File: src/rtl/ifu_pkg.sv
// Shared types and constants for the instruction-fetch FIFO producer.
package ifu_pkg;

  localparam int unsigned ADDR_W  = 32;
  localparam int unsigned INST_W  = 32;
  localparam int unsigned DATA_W  = 64;
  localparam int unsigned ENTRY_W = ADDR_W + INST_W;

  localparam logic [ADDR_W-1:0] RESET_PC_DEF = 32'hBFC0_0000;

  typedef enum logic [1:0] {
    S_REQ     = 2'd0,
    S_WAIT    = 2'd1,
    S_PUSH    = 2'd2,
    S_DISCARD = 2'd3
  } fetch_state_e;

  typedef struct packed {
    logic [ADDR_W-1:0] pc;
    logic [INST_W-1:0] inst;
  } entry_t;

  // Build one FIFO entry {pc, inst}.
  function automatic logic [ENTRY_W-1:0] pack_entry(input logic [ADDR_W-1:0] pc,
                                                    input logic [INST_W-1:0] inst);
    entry_t e;
    e.pc   = pc;
    e.inst = inst;
    return e;
  endfunction

endpackage

File: src/rtl/i_fetch_pusher_if.sv
// Fetch producer bundle: redirect, instruction-memory handshake and FIFO write ports.
interface i_fetch_pusher_if;
  import ifu_pkg::*;

  logic              flush;
  logic [ADDR_W-1:0] redirect_pc;
  logic              inst_req;
  logic [ADDR_W-1:0] inst_addr;
  logic              inst_addr_ok;
  logic              inst_data_ok;
  logic [DATA_W-1:0] inst_rdata;
  logic              fifo_stall_req;
  logic              w_ena_1;
  logic              w_ena_2;
  logic [ENTRY_W-1:0] w_data_1;
  logic [ENTRY_W-1:0] w_data_2;

  // Fetch unit side.
  modport master (
    input  flush, redirect_pc, inst_addr_ok, inst_data_ok, inst_rdata, fifo_stall_req,
    output inst_req, inst_addr, w_ena_1, w_ena_2, w_data_1, w_data_2
  );

  // Memory / FIFO / pipeline-control side.
  modport slave (
    output flush, redirect_pc, inst_addr_ok, inst_data_ok, inst_rdata, fifo_stall_req,
    input  inst_req, inst_addr, w_ena_1, w_ena_2, w_data_1, w_data_2
  );

endinterface

File: src/rtl/i_fetch_pc.sv
// Fetch PC register: redirect on flush, otherwise step to the next 8-byte boundary.
module i_fetch_pc
  import ifu_pkg::*;
#(
  parameter logic [ADDR_W-1:0] RESET_PC = RESET_PC_DEF
) (
  input  logic              clk,
  input  logic              rst_n,
  input  logic              i_flush,
  input  logic [ADDR_W-1:0] i_redirect_pc,
  input  logic              i_advance,
  output logic [ADDR_W-1:0] o_pc
);

  logic [ADDR_W-1:0] r_pc;
  logic [ADDR_W-1:0] w_step;
  logic [ADDR_W-1:0] w_next_pc;
  logic [ADDR_W-1:0] w_redirect;

  // Upper word of a pair advances by 4, lower word by 8; both land 8-byte aligned.
  always_comb begin
    w_step     = r_pc[2] ? ADDR_W'(4) : ADDR_W'(8);
    w_next_pc  = r_pc + w_step;
    w_redirect = i_redirect_pc & ~ADDR_W'(3);
  end

  // Flush outranks a push-driven advance.
  always_ff @(posedge clk or negedge rst_n) begin
    if (!rst_n) begin
      r_pc <= RESET_PC;
    end else if (i_flush) begin
      r_pc <= w_redirect;
    end else if (i_advance) begin
      r_pc <= w_next_pc;
    end
  end

  assign o_pc = r_pc;

endmodule

File: src/rtl/i_fetch_pusher.sv
// Instruction-fetch producer: one aligned 64-bit request at a time, split into FIFO entries.
module i_fetch_pusher
  import ifu_pkg::*;
#(
  parameter logic [ADDR_W-1:0] RESET_PC = RESET_PC_DEF
) (
  input  logic             clk,
  input  logic             rst_n,
  i_fetch_pusher_if.master bus
);

  fetch_state_e       r_state;
  logic [ENTRY_W-1:0] r_e1;
  logic [ENTRY_W-1:0] r_e2;
  logic               r_v1;
  logic               r_v2;

  logic [ADDR_W-1:0]  w_pc;
  logic               w_push;
  logic               w_word_hi;
  logic [INST_W-1:0]  w_lo;
  logic [INST_W-1:0]  w_hi;

  i_fetch_pc #(
    .RESET_PC (RESET_PC)
  ) u_pc (
    .clk           (clk),
    .rst_n         (rst_n),
    .i_flush       (bus.flush),
    .i_redirect_pc (bus.redirect_pc),
    .i_advance     (w_push),
    .o_pc          (w_pc)
  );

  // Write-enable qualification and response word selection.
  always_comb begin
    w_push    = (r_state == S_PUSH) && r_v1 && !bus.fifo_stall_req && !bus.flush;
    w_word_hi = w_pc[2];
    w_lo      = bus.inst_rdata[INST_W-1:0];
    w_hi      = bus.inst_rdata[DATA_W-1:INST_W];
  end

  // Outputs held at zero while reset is asserted.
  assign bus.inst_req = rst_n && (r_state == S_REQ);
  assign bus.inst_addr = rst_n ? (w_pc & ~ADDR_W'(7)) : '0;
  assign bus.w_ena_1  = rst_n && w_push;
  assign bus.w_ena_2  = rst_n && w_push && r_v2;
  assign bus.w_data_1 = r_e1;
  assign bus.w_data_2 = r_e2;

  // Fetch FSM and entry buffer; flush redirects from any state.
  always_ff @(posedge clk or negedge rst_n) begin
    if (!rst_n) begin
      r_state <= S_REQ;
      r_e1    <= '0;
      r_e2    <= '0;
      r_v1    <= 1'b0;
      r_v2    <= 1'b0;
    end else if (bus.flush) begin
      r_v1 <= 1'b0;
      r_v2 <= 1'b0;
      case (r_state)
        S_REQ:     r_state <= bus.inst_addr_ok ? S_DISCARD : S_REQ;
        S_WAIT:    r_state <= bus.inst_data_ok ? S_REQ : S_DISCARD;
        S_PUSH:    r_state <= S_REQ;
        S_DISCARD: r_state <= bus.inst_data_ok ? S_REQ : S_DISCARD;
        default:   r_state <= S_REQ;
      endcase
    end else begin
      case (r_state)
        S_REQ: begin
          if (bus.inst_addr_ok) r_state <= S_WAIT;
        end
        S_WAIT: begin
          if (bus.inst_data_ok) begin
            r_state <= S_PUSH;
            r_v1    <= 1'b1;
            r_v2    <= !w_word_hi;
            r_e1    <= pack_entry(w_pc, w_word_hi ? w_hi : w_lo);
            r_e2    <= w_word_hi ? '0 : pack_entry(w_pc + ADDR_W'(4), w_hi);
          end
        end
        S_PUSH: begin
          if (w_push) begin
            r_state <= S_REQ;
            r_v1    <= 1'b0;
            r_v2    <= 1'b0;
          end
        end
        S_DISCARD: begin
          if (bus.inst_data_ok) r_state <= S_REQ;
        end
        default: r_state <= S_REQ;
      endcase
    end
  end

endmodule

File: src/flat_wrapper.sv
// flat-port wrapper written by rule: the top's interface ports become plain ports
module i_fetch_pusher_flat import ifu_pkg::*;
#(
  parameter logic [ADDR_W-1:0] RESET_PC = RESET_PC_DEF
)
  (clk, rst_n, bus_flush, bus_redirect_pc, bus_inst_addr_ok, bus_inst_data_ok, bus_inst_rdata, bus_fifo_stall_req, bus_inst_req, bus_inst_addr, bus_w_ena_1, bus_w_ena_2, bus_w_data_1, bus_w_data_2);
  i_fetch_pusher_if bus_i ();
  input  logic clk;
  input  logic rst_n;
  input wire logic [$bits(bus_i.flush)-1:0] bus_flush;
  input wire logic [$bits(bus_i.redirect_pc)-1:0] bus_redirect_pc;
  input wire logic [$bits(bus_i.inst_addr_ok)-1:0] bus_inst_addr_ok;
  input wire logic [$bits(bus_i.inst_data_ok)-1:0] bus_inst_data_ok;
  input wire logic [$bits(bus_i.inst_rdata)-1:0] bus_inst_rdata;
  input wire logic [$bits(bus_i.fifo_stall_req)-1:0] bus_fifo_stall_req;
  output wire logic [$bits(bus_i.inst_req)-1:0] bus_inst_req;
  output wire logic [$bits(bus_i.inst_addr)-1:0] bus_inst_addr;
  output wire logic [$bits(bus_i.w_ena_1)-1:0] bus_w_ena_1;
  output wire logic [$bits(bus_i.w_ena_2)-1:0] bus_w_ena_2;
  output wire logic [$bits(bus_i.w_data_1)-1:0] bus_w_data_1;
  output wire logic [$bits(bus_i.w_data_2)-1:0] bus_w_data_2;
  assign bus_i.flush = bus_flush;
  assign bus_i.redirect_pc = bus_redirect_pc;
  assign bus_i.inst_addr_ok = bus_inst_addr_ok;
  assign bus_i.inst_data_ok = bus_inst_data_ok;
  assign bus_i.inst_rdata = bus_inst_rdata;
  assign bus_i.fifo_stall_req = bus_fifo_stall_req;
  assign bus_inst_req = bus_i.inst_req;
  assign bus_inst_addr = bus_i.inst_addr;
  assign bus_w_ena_1 = bus_i.w_ena_1;
  assign bus_w_ena_2 = bus_i.w_ena_2;
  assign bus_w_data_1 = bus_i.w_data_1;
  assign bus_w_data_2 = bus_i.w_data_2;
  i_fetch_pusher #(.RESET_PC(RESET_PC)) u_core (.clk(clk), .rst_n(rst_n), .bus(bus_i));
endmodule
File: config.mk
export PLATFORM = sky130hd
export DESIGN_NAME = i_fetch_pusher_flat
export DESIGN_NICKNAME = d
export VERILOG_FILES = /design/src/rtl/ifu_pkg.sv /design/src/rtl/i_fetch_pusher_if.sv /design/src/rtl/i_fetch_pc.sv /design/src/rtl/i_fetch_pusher.sv /design/src/flat_wrapper.sv
export SDC_FILE = /design/constraint.sdc
export NUM_CORES = 1
export LEC_CHECK = 0
export CAP_MARGIN = 20
export CORE_UTILIZATION = 30
export CTS_CLUSTER_DIAMETER = 200
export CTS_CLUSTER_SIZE = 8
export DETAILED_ROUTE_END_ITERATION = 8
export PLACE_DENSITY_LB_ADDON = 0.25
export SETUP_SLACK_MARGIN = 0.1
export SLEW_MARGIN = 40
export SYNTH_ARGS = -nofsm -noshare
export SYNTH_HDL_FRONTEND = slang
export SYNTH_SLANG_ARGS = --single-unit
File: constraint.sdc
create_clock -name clk -period 3.1 [get_ports clk]
set_input_delay 0.62 -clock clk [delete_from_list [all_inputs] [get_ports clk]]
set_output_delay 0.62 -clock clk [all_outputs]
set_load 0.005 [all_outputs]
After elaboration in Yosys (flattened, before gate mapping):

Index checks and enable logic that the tools add are counted.

* output and inout port bits: 163
* bits of input ports: 102
* word-level logic and storage cells: 54
* flip-flop bits (word level): 164

* bitwise gates (word level): 1
* muxes and demuxes: 22
* reductions and logical operators: 16
* equal/unequal tests: 7
* add/subtract/negate cells: 2

Operators with widths (number)
* 2-to-1 mux 32 bit: 4
* 2-to-1 mux 64 bit: 1
* adder 32 x 3 -> 32 bit (second input constant): 1
* adder 32 bit: 1
* 2-to-1 mux 2 bit: 7
* != test 3 bit (second input constant): 3
* case mux 2 bit (4 select lines): 1
* logical AND 1 bit: 6
* case mux 2 bit (3 select lines): 1
* AND reduction 3 bit: 2
* 2-to-1 mux 1 bit: 5
* == test 2 bit (second input constant): 2
* 2-to-1 mux 4 bit: 1
* case mux 1 bit (2 select lines): 2
* AND reduction 4 bit: 1
* logical NOT 1 bit: 3
* != test 3 x 2 -> 1 bit (second input constant): 1
* nonzero test 3 bit: 1
* == test 2 x 1 -> 1 bit (second input constant): 1
* logical NOT 2 bit: 1
* nonzero test 2 bit: 1
* OR reduction 2 bit: 1
* inverter 1 bit: 1

Logic depth before layout (Yosys ltp):

Gate-level depths: netlist (run 1).

* depth in word-level cells: 7
* gate-level depth with buffers: 10
* gate-level depth less buffers: 7

Modules after synthesis:

A second synthesis (run 1) with hierarchy kept.

* cells, all modules: 758
* area, all modules: 7818.7 um2

By module, submodules not included
* i_fetch_pusher: seq. area each 3303.2 um2, area each 5984.5 um2, instances 1, cells each 551
* i_fetch_pc: seq. area each 762.0 um2, area each 1834.3 um2, instances 1, cells each 207

Least setup slack after synthesis (run 1):

No wires, ideal clock.

* path kind: register to register
* start point: register u_core.u_pc.r_pc[2], in the netlist u_core.u_pc.o_pc[2]
* end point: register u_core.u_pc.r_pc[29], in the netlist u_core.u_pc.o_pc[29]
* arrival: 2180 ps
* data required time: 3023 ps
* cell stages (with the launch flop): 11
* period minus slack after synthesis: 2257 ps
* path slack: 843 ps
* setup time: 77 ps
* path buffers: 3
* cells stage by stage: dfrtp_1 > buf_2 > inv_2 > clkbuf_1 > ha_1 > a21oi_1 > nand2b_1 > buf_6 > nor4_4 > a31o_2 > a31oi_1

* cells in the longest elaborated chain, start to end: 4

RTL lines
* start, declared: line i_fetch_pc.sv:15 `logic [ADDR_W-1:0] r_pc;`
* start signal, assigned: line i_fetch_pc.sv:32 `r_pc <= w_redirect;`
* start signal, assigned: line i_fetch_pc.sv:34 `r_pc <= w_next_pc;`
* 2-to-1 mux 4 bit: line i_fetch_pc.sv:22 `w_step = r_pc[2] ? ADDR_W'(4) : ADDR_W'(8);`
* adder 32 bit (*): line i_fetch_pc.sv:23 `w_next_pc = r_pc + w_step;`
* 2-to-1 mux 32 bit (*): line i_fetch_pc.sv:33 `end else if (i_advance) begin`
* 2-to-1 mux 32 bit (*): line i_fetch_pc.sv:31 `end else if (i_flush) begin`

Mark *: on every way between the ends. The rest lies on a longest branch, timed or not. The select of a mux whose other input is x is not followed.
A chain may end at the register's enable or synchronous reset.

Final worst setup path (run 1):

* start point: input port bus_fifo_stall_req
* end point: output port bus_w_ena_2

* cells in the longest elaborated chain, start to end: 5

RTL lines
* start, declared: line flat_wrapper.sv:15 `input wire logic [$bits(bus_i.fifo_stall_req)-1:0] bus_fifo_stall_req;`
* logical NOT 1 bit: line i_fetch_pusher.sv:37 `w_push = (r_state == S_PUSH) && r_v1 && !bus.fifo_stall_req && !bus.flush;`
* logical AND 1 bit (2 in a row): line i_fetch_pusher.sv:37
* logical AND 1 bit (2 in a row): line i_fetch_pusher.sv:47 `assign bus.w_ena_2 = rst_n && w_push && r_v2;`
* end, declared: line flat_wrapper.sv:19 `output wire logic [$bits(bus_i.w_ena_2)-1:0] bus_w_ena_2;`

Every way passes these cells.

==> run_results.csv, run 1 <==
group,metric,value,unit
critical_path,arrival,2.27,ns
timing,max_freq,345.8,MHz
power,p_sw_share,30.48,%
layout,fillers,2379,
layout,final-instance-count-excl-fill,1374,
critical_path,critical_path_class,"in -> out",
yosys,synth.yosys.seq_area_share,53.64,%
timing,worst_pin_slew,0.8194,ns
drt,ant_nets,0,
power,irDropWorstVdd,0.3186,mV
yosys,ys_types,49,
yosys,synth_warnings,0,
floorplan,fp.dieW,159.5,um
floorplan,start_util,30.59,%
drt,avgViaCountPerCell,4.604,
clock_network,clkLatencyLatePin,0.42,ns
clock_network,clockBufferDepth,2,
power,cellPowerDensity,766.4,nW/um^2
power,p_int,5.819,mW
timing,slew_viol_final,0,
floorplan,core,24320,um^2
timing,setup_slack,0.2080,ns
power,power.share.clock,25.1,%
run_status,status,"complete, no violations",
clock_network,ctsHoldBuffers,0,
power,switching_power,2.551,mW
placement,pre_cts_ws,0.1962,ns
clock_network,clockRootBuffer,"clkbuf_16",
grt,grt_pass1_vias,6073,
clock_network,clk_pin_slew,0.07,ns
floorplan,die_h,159.5,um
yosys,syn_avg_cell_area,9.275,um^2
clock_network,cts_setup_buffers,0,
floorplan,row_count,57,
power,p_leak,4.900,nW
yosys,synthXorXnorAreaFrac,3.532,%
drt,drt-initial-drc-count,240,
yosys,async_flop_share,100.0,%
grt,grt_pass1_wl,35720,um
yosys,synth_area,7438,um^2
yosys,synthMuxAreaShare,4.306,%
critical_path,cp_max_fo,6,
placement,portBuffers,257,
grt,track_usage,18.16,%
timing,finalHoldViolCount,0,
layout,diodes,0,
yosys,synth_edf_count,0,
grt,antenna_found_initial,0,
layout,final_cell_mix,"nand2_1 (261), clkdlybuf4s50_1 (255), dfrtp_1 (149)",
timing,setup_viol,0,
floorplan,die_area,25430,um^2
grt,grt_overflow,0,
timing,period_share,93.29,%
critical_path,cp.required,2.48,ns
critical_path,slowest_stage,"clkdlybuf4s50_1",
placement,placedCellCount,1342,
layout,finalNetCount,1143,
yosys,synth-seq-cells,159,
yosys,synth_top_flop_cell,"dfrtp_1",
worst_hold_path,hp-class,"in -> async",
layout,drive_above_1_share,8.286,%
yosys,synthAdderAreaFrac,0.6728,%
placement,place_area,10330,um^2
timing,finClkSkew,0.01000,ns
floorplan,boundaryPins,265,
critical_path,crit_chain,"clkdlybuf4s50_1 -> and4bb_4 -> and3_1 -> and2_1 -> clkdlybuf4s50_1",
placement,dp_hpwl,15960,um
timing,relSlewSlack,45.37,%
timing,setup_tns,0,ns
drt,dr.pass1.iters,5,
yosys,yosys-top-cells-area,"dfrtp_1 (50%), nand2_1 (13%), mux2i_1 (4.3%)",
timing,rsz0062_at_grt,"no",
layout,stdcell_area,10920,um^2
yosys,synth_compound_area_share,6.863,%
grt,grt_start_max_net_pins,78,
drt,route.detailed.drc,0,
drt,drt-wirelength-per-cell,16.49,um
critical_path,cp-start-kind,"input port",
critical_path,path_delay_family,"buffers and inverters",
critical_path,crit_top_cell,"clkdlybuf4s50_1",
job,drv_cap,0,
drt,dr_total_vias,6326,
clock_network,post_cts_resized,0,
yosys,synth_top_family_by_area,"simple AND/OR/NAND/NOR gates",
yosys,yosys.area_share.simple,26.27,%
yosys,synth_top_cell_by_area,"dfrtp_1",
layout,area.growth.synth_to_final,46.81,%
critical_path,max_stage_delay,0.49,ns
timing,fin_crit,2.892,ns
critical_path,cp_num_buf_inv,2,
layout,final_common_cell,"nand2_1",
power,pwr-share-comb,35.0,%
yosys,synth_top_area_share,50.46,%
power,sequentialPowerShare,39.9,%
clock_network,cts_buffers,17,
clock_network,htreeDepth,4,
yosys,netlist_instances,802,
critical_path,end_kind,"output pin",
clock_network,cts_tree,"yes",
drt,routed_wl,22660,um
clock_network,cts_sinks,159,
placement,gp_congestion,0.7665,
## layout make-up
class	count	area, um^2	share of cell area [%]
inverters	8	30.03	0.2750
multi-input cells	574	3132	28.68
clock buffers	20	466.7	4.274
flip-flops and latches	159	3991	36.55
well taps	324	405.4	3.712
repair buffers	277	2771	25.38
clock inverters	12	123.9	1.134
## power by group through the flow
stage	Clock, mW	Combinational (mW)	Sequential (mW)
floorplan	0	0.927	3.36
global placement	0	2.94	3.35
detailed placement	0	2.97	3.39
CTS	2.17	2.98	3.36
global route	2.25	3.22	3.46
finish	2.10	2.93	3.34
## synthesized netlist by cell type (7+ instances only)
library cell and instances:
mux2i_1 32, xnor2_1 28, dfrtp_1 150, clkbuf_1 33
nand2_1 261, o21ai_0 55, buf_4 7, o21ai_1 13
nand3_1 61, nor2_1 15, nand4_1 7, and2_1 33
inv_1 7, o31ai_1 9, buf_2 19, dfstp_2 9
## per-layer routing
| layer | up-vias | routed length [um] | track usage, % |
|---|---|---|---|
| met5 | - | 0 | 0 |
| met4 | 0 | 253 | 4.283 |
| met3 | 16 | 1512 | 4.637 |
| met2 | 215 | 10360 | 29.18 |
| met1 | 2990 | 10530 | 24.44 |
| li1 | 3105 | - | - |
## registers in the layout (all words and copies together) (netlist names)
register and count:
u_core.bus.w_data_1 62, u_core.r_state 2, u_core.bus.w_data_2 63, u_core.u_pc.o_pc 30, u_core.r_v2 1, u_core.r_v1 1
## stage by stage
step	util, %	power (mW)	hold WS, ns
after CTS	44.90	8.500	0.07909
after global routing	44.90	8.932	0.08678
after detailed placement	42.48	6.355	0.4555
after floorplan	-	4.292	0.3244
final	44.90	8.370	0.08314
after global placement	42.48	6.294	0.4480
## logic make-up (layout without fill, tap and decap cells)
kind of cell / after synthesis / after routing
AOI/OAI and AO/OA: 91 / 91
xor gates and xnor gates: 30 / 30
adders and majority gates: 4 / 4
buffers and inverters: 73 / 317
DFF: 159 / 159
muxes: 32 / 32
other: 1 / 5
and+or+nand+nor: 412 / 412
## path summary, 6_finish.rpt
path / startpoint / end / slack (ns) / cells after the start
worst min-delay path: rst_n / u_core.bus.w_data_1[56] / 0.08 / 1
worst max-delay path: bus_fifo_stall_req / bus_w_ena_2 / 0.21 / 5
worst min register to register: u_core.bus.w_data_2[54] / u_core.bus.w_data_2[54] / 0.46 / 2
max in group asynchronous: rst_n / u_core.bus.w_data_1[53] / 2.23 / 2
worst max register to register: u_core.u_pc.o_pc[3] / u_core.u_pc.o_pc[29] / 0.83 / 6
min in group clk: u_core.bus.w_data_2[54] / u_core.bus.w_data_2[54] / 0.46 / 2
(Power assumes the default switching activity.)
==> run 2: changes to the inputs <==
CAP_MARGIN = default   (was 20)
CORE_MARGIN = 4   (was default)
==> run 2 against run 1 <==
  * Via count fell by 1.1%
  * Critical path type unchanged
  * Die area grew 7.7%
  * Non-clock buffer count is 3 lower
  * Clock skew is essentially flat
==> run_results.csv, run 2 (synthesized netlist as in run 1, its figures left out) <==
group,metric,value,unit
job,drv_cap,0,
power,p_sw_share,31.05,%
layout,area.growth.synth_to_final,46.36,%
clock_network,clockBufferDepth,2,
drt,ant_nets,0,
clock_network,cts_sinks,159,
placement,place_area,10310,um^2
power,p_leak,4.878,nW
timing,setup_tns,0,ns
critical_path,cp_num_buf_inv,2,
power,p_int,5.762,mW
clock_network,cts_setup_buffers,0,
timing,period_share,92.78,%
layout,drive_above_1_share,7.935,%
floorplan,die_area,27380,um^2
timing,relSlewSlack,47.38,%
timing,fin_crit,2.876,ns
timing,slew_viol_final,0,
floorplan,core,24390,um^2
clock_network,htreeDepth,4,
layout,finalNetCount,1140,
clock_network,clockRootBuffer,"clkbuf_16",
grt,grt_pass1_wl,36200,um
placement,portBuffers,257,
worst_hold_path,hp-class,"in -> async",
run_status,status,"complete, no violations",
clock_network,cts_buffers,17,
timing,finClkSkew,0.01031,ns
grt,grt_start_max_net_pins,76,
timing,max_freq,347.7,MHz
floorplan,die_h,165.5,um
floorplan,start_util,30.50,%
critical_path,cp-start-kind,"input port",
clock_network,cts_tree,"yes",
critical_path,cp.required,2.48,ns
drt,avgViaCountPerCell,4.568,
critical_path,crit_chain,"clkdlybuf4s50_1 -> and4bb_4 -> and3_1 -> and2_1 -> clkdlybuf4s50_1",
grt,antenna_found_initial,1,
floorplan,boundaryPins,265,
power,irDropWorstVdd,0.3606,mV
drt,dr.pass1.iters,4,
clock_network,clk_pin_slew,0.07,ns
grt,grt_pass1_vias,6342,
timing,worst_pin_slew,0.7892,ns
layout,final_common_cell,"nand2_1",
layout,diodes,0,
placement,placedCellCount,1339,
placement,gp_congestion,0.7595,
grt,grt_overflow,0,
critical_path,max_stage_delay,0.49,ns
power,sequentialPowerShare,39.9,%
critical_path,crit_top_cell,"clkdlybuf4s50_1",
clock_network,post_cts_resized,0,
power,switching_power,2.594,mW
floorplan,fp.dieW,165.5,um
critical_path,path_delay_family,"buffers and inverters",
clock_network,clkLatencyLatePin,0.43,ns
clock_network,ctsHoldBuffers,0,
layout,final-instance-count-excl-fill,1370,
grt,track_usage,17.06,%
critical_path,cp_max_fo,6,
critical_path,arrival,2.26,ns
layout,final_util,44.63,%
timing,setup_slack,0.2237,ns
drt,dr_total_vias,6258,
power,pwr-share-comb,35.1,%
drt,route.detailed.drc,0,
power,power.share.clock,25.0,%
power,cellPowerDensity,767.6,nW/um^2
drt,drt-wirelength-per-cell,17.06,um
placement,pre_cts_ws,0.2060,ns
drt,drt-initial-drc-count,338,
power,finalPower,8.356,mW
drt,routed_wl,23370,um
layout,stdcell_area,10890,um^2
critical_path,critical_path_class,"in -> out",
placement,dp_hpwl,16590,um
critical_path,end_kind,"output pin",
timing,finalHoldViolCount,0,
timing,setup_viol,0,
timing,holdWs,0.07933,ns
timing,rsz0062_at_grt,"no",
floorplan,row_count,57,
layout,final_cell_mix,"nand2_1 (261), clkdlybuf4s50_1 (255), dfrtp_1 (149)",
layout,largest_reg_flops,63,
critical_path,slowest_stage,"clkdlybuf4s50_1",
[run 2: cell types whose count changed in the layout (fill, tap and decap cells not counted), sizes merged]
| cell | change |
|---|---|
| buf | -3 |
| clkbuf | -3 |
| clkinvlp | +1 |
| inv | +3 |
| clkinv | -2 |
[run 2: routing by layer]
layer  wire [um]  global-route usage [%]  share of wire (%)  vias up
li1            -                       -                  -     3101
met1       10080                   21.70                 43     2929
met2       10930                   28.25                 47      213
met3        2139                   6.006                9.2       13
met4         200                   3.525               0.86        2
met5          13                       0              0.056        -
[run 2: worst register-to-register path: stages (launching register included)]
cell and delay, ns:
dfrtp_1 0.49, ha_1 0.36, a21oi_1 0.24, nand2b_1 0.51, nor4_4 0.12, a31o_2 0.27
a31oi_1 0.16
[run 2: power by group through the flow]
stage | clock network [mW] | logic, mW | registers, mW
after detailed placement | 0 | 2.99 | 3.38
after CTS | 2.16 | 3.00 | 3.35
final | 2.09 | 2.93 | 3.34
after floorplan | 0 | 0.927 | 3.36
after global routing | 2.25 | 3.26 | 3.46
after global placement | 0 | 2.96 | 3.36
[run 2: final cells by class]
class | instances | area, um^2
clock buffer | 17 | 425.4
multi-input combinational | 574 | 3132
inverter | 8 | 30.03
sequential | 159 | 3991
clock inverter | 14 | 150.1
tap | 324 | 405.4
fill | 2365 | 13500
timing repair buffer | 274 | 2753
[run 2: worst paths after layout]
path / start / slack (ns) / endpoint / cells after the start
worst min-delay path: rst_n / 0.08 / u_core.r_v2 / 1
worst max-delay path: bus_fifo_stall_req / 0.22 / bus_w_ena_2 / 5
worst min register to register: u_core.bus.w_data_2[4] / 0.46 / u_core.bus.w_data_2[4] / 2
min in group clk: u_core.bus.w_data_2[4] / 0.46 / u_core.bus.w_data_2[4] / 2
worst max register to register: u_core.u_pc.o_pc[3] / 0.87 / u_core.u_pc.o_pc[29] / 6
max in group asynchronous: rst_n / 2.07 / u_core.bus.w_data_2[52] / 2
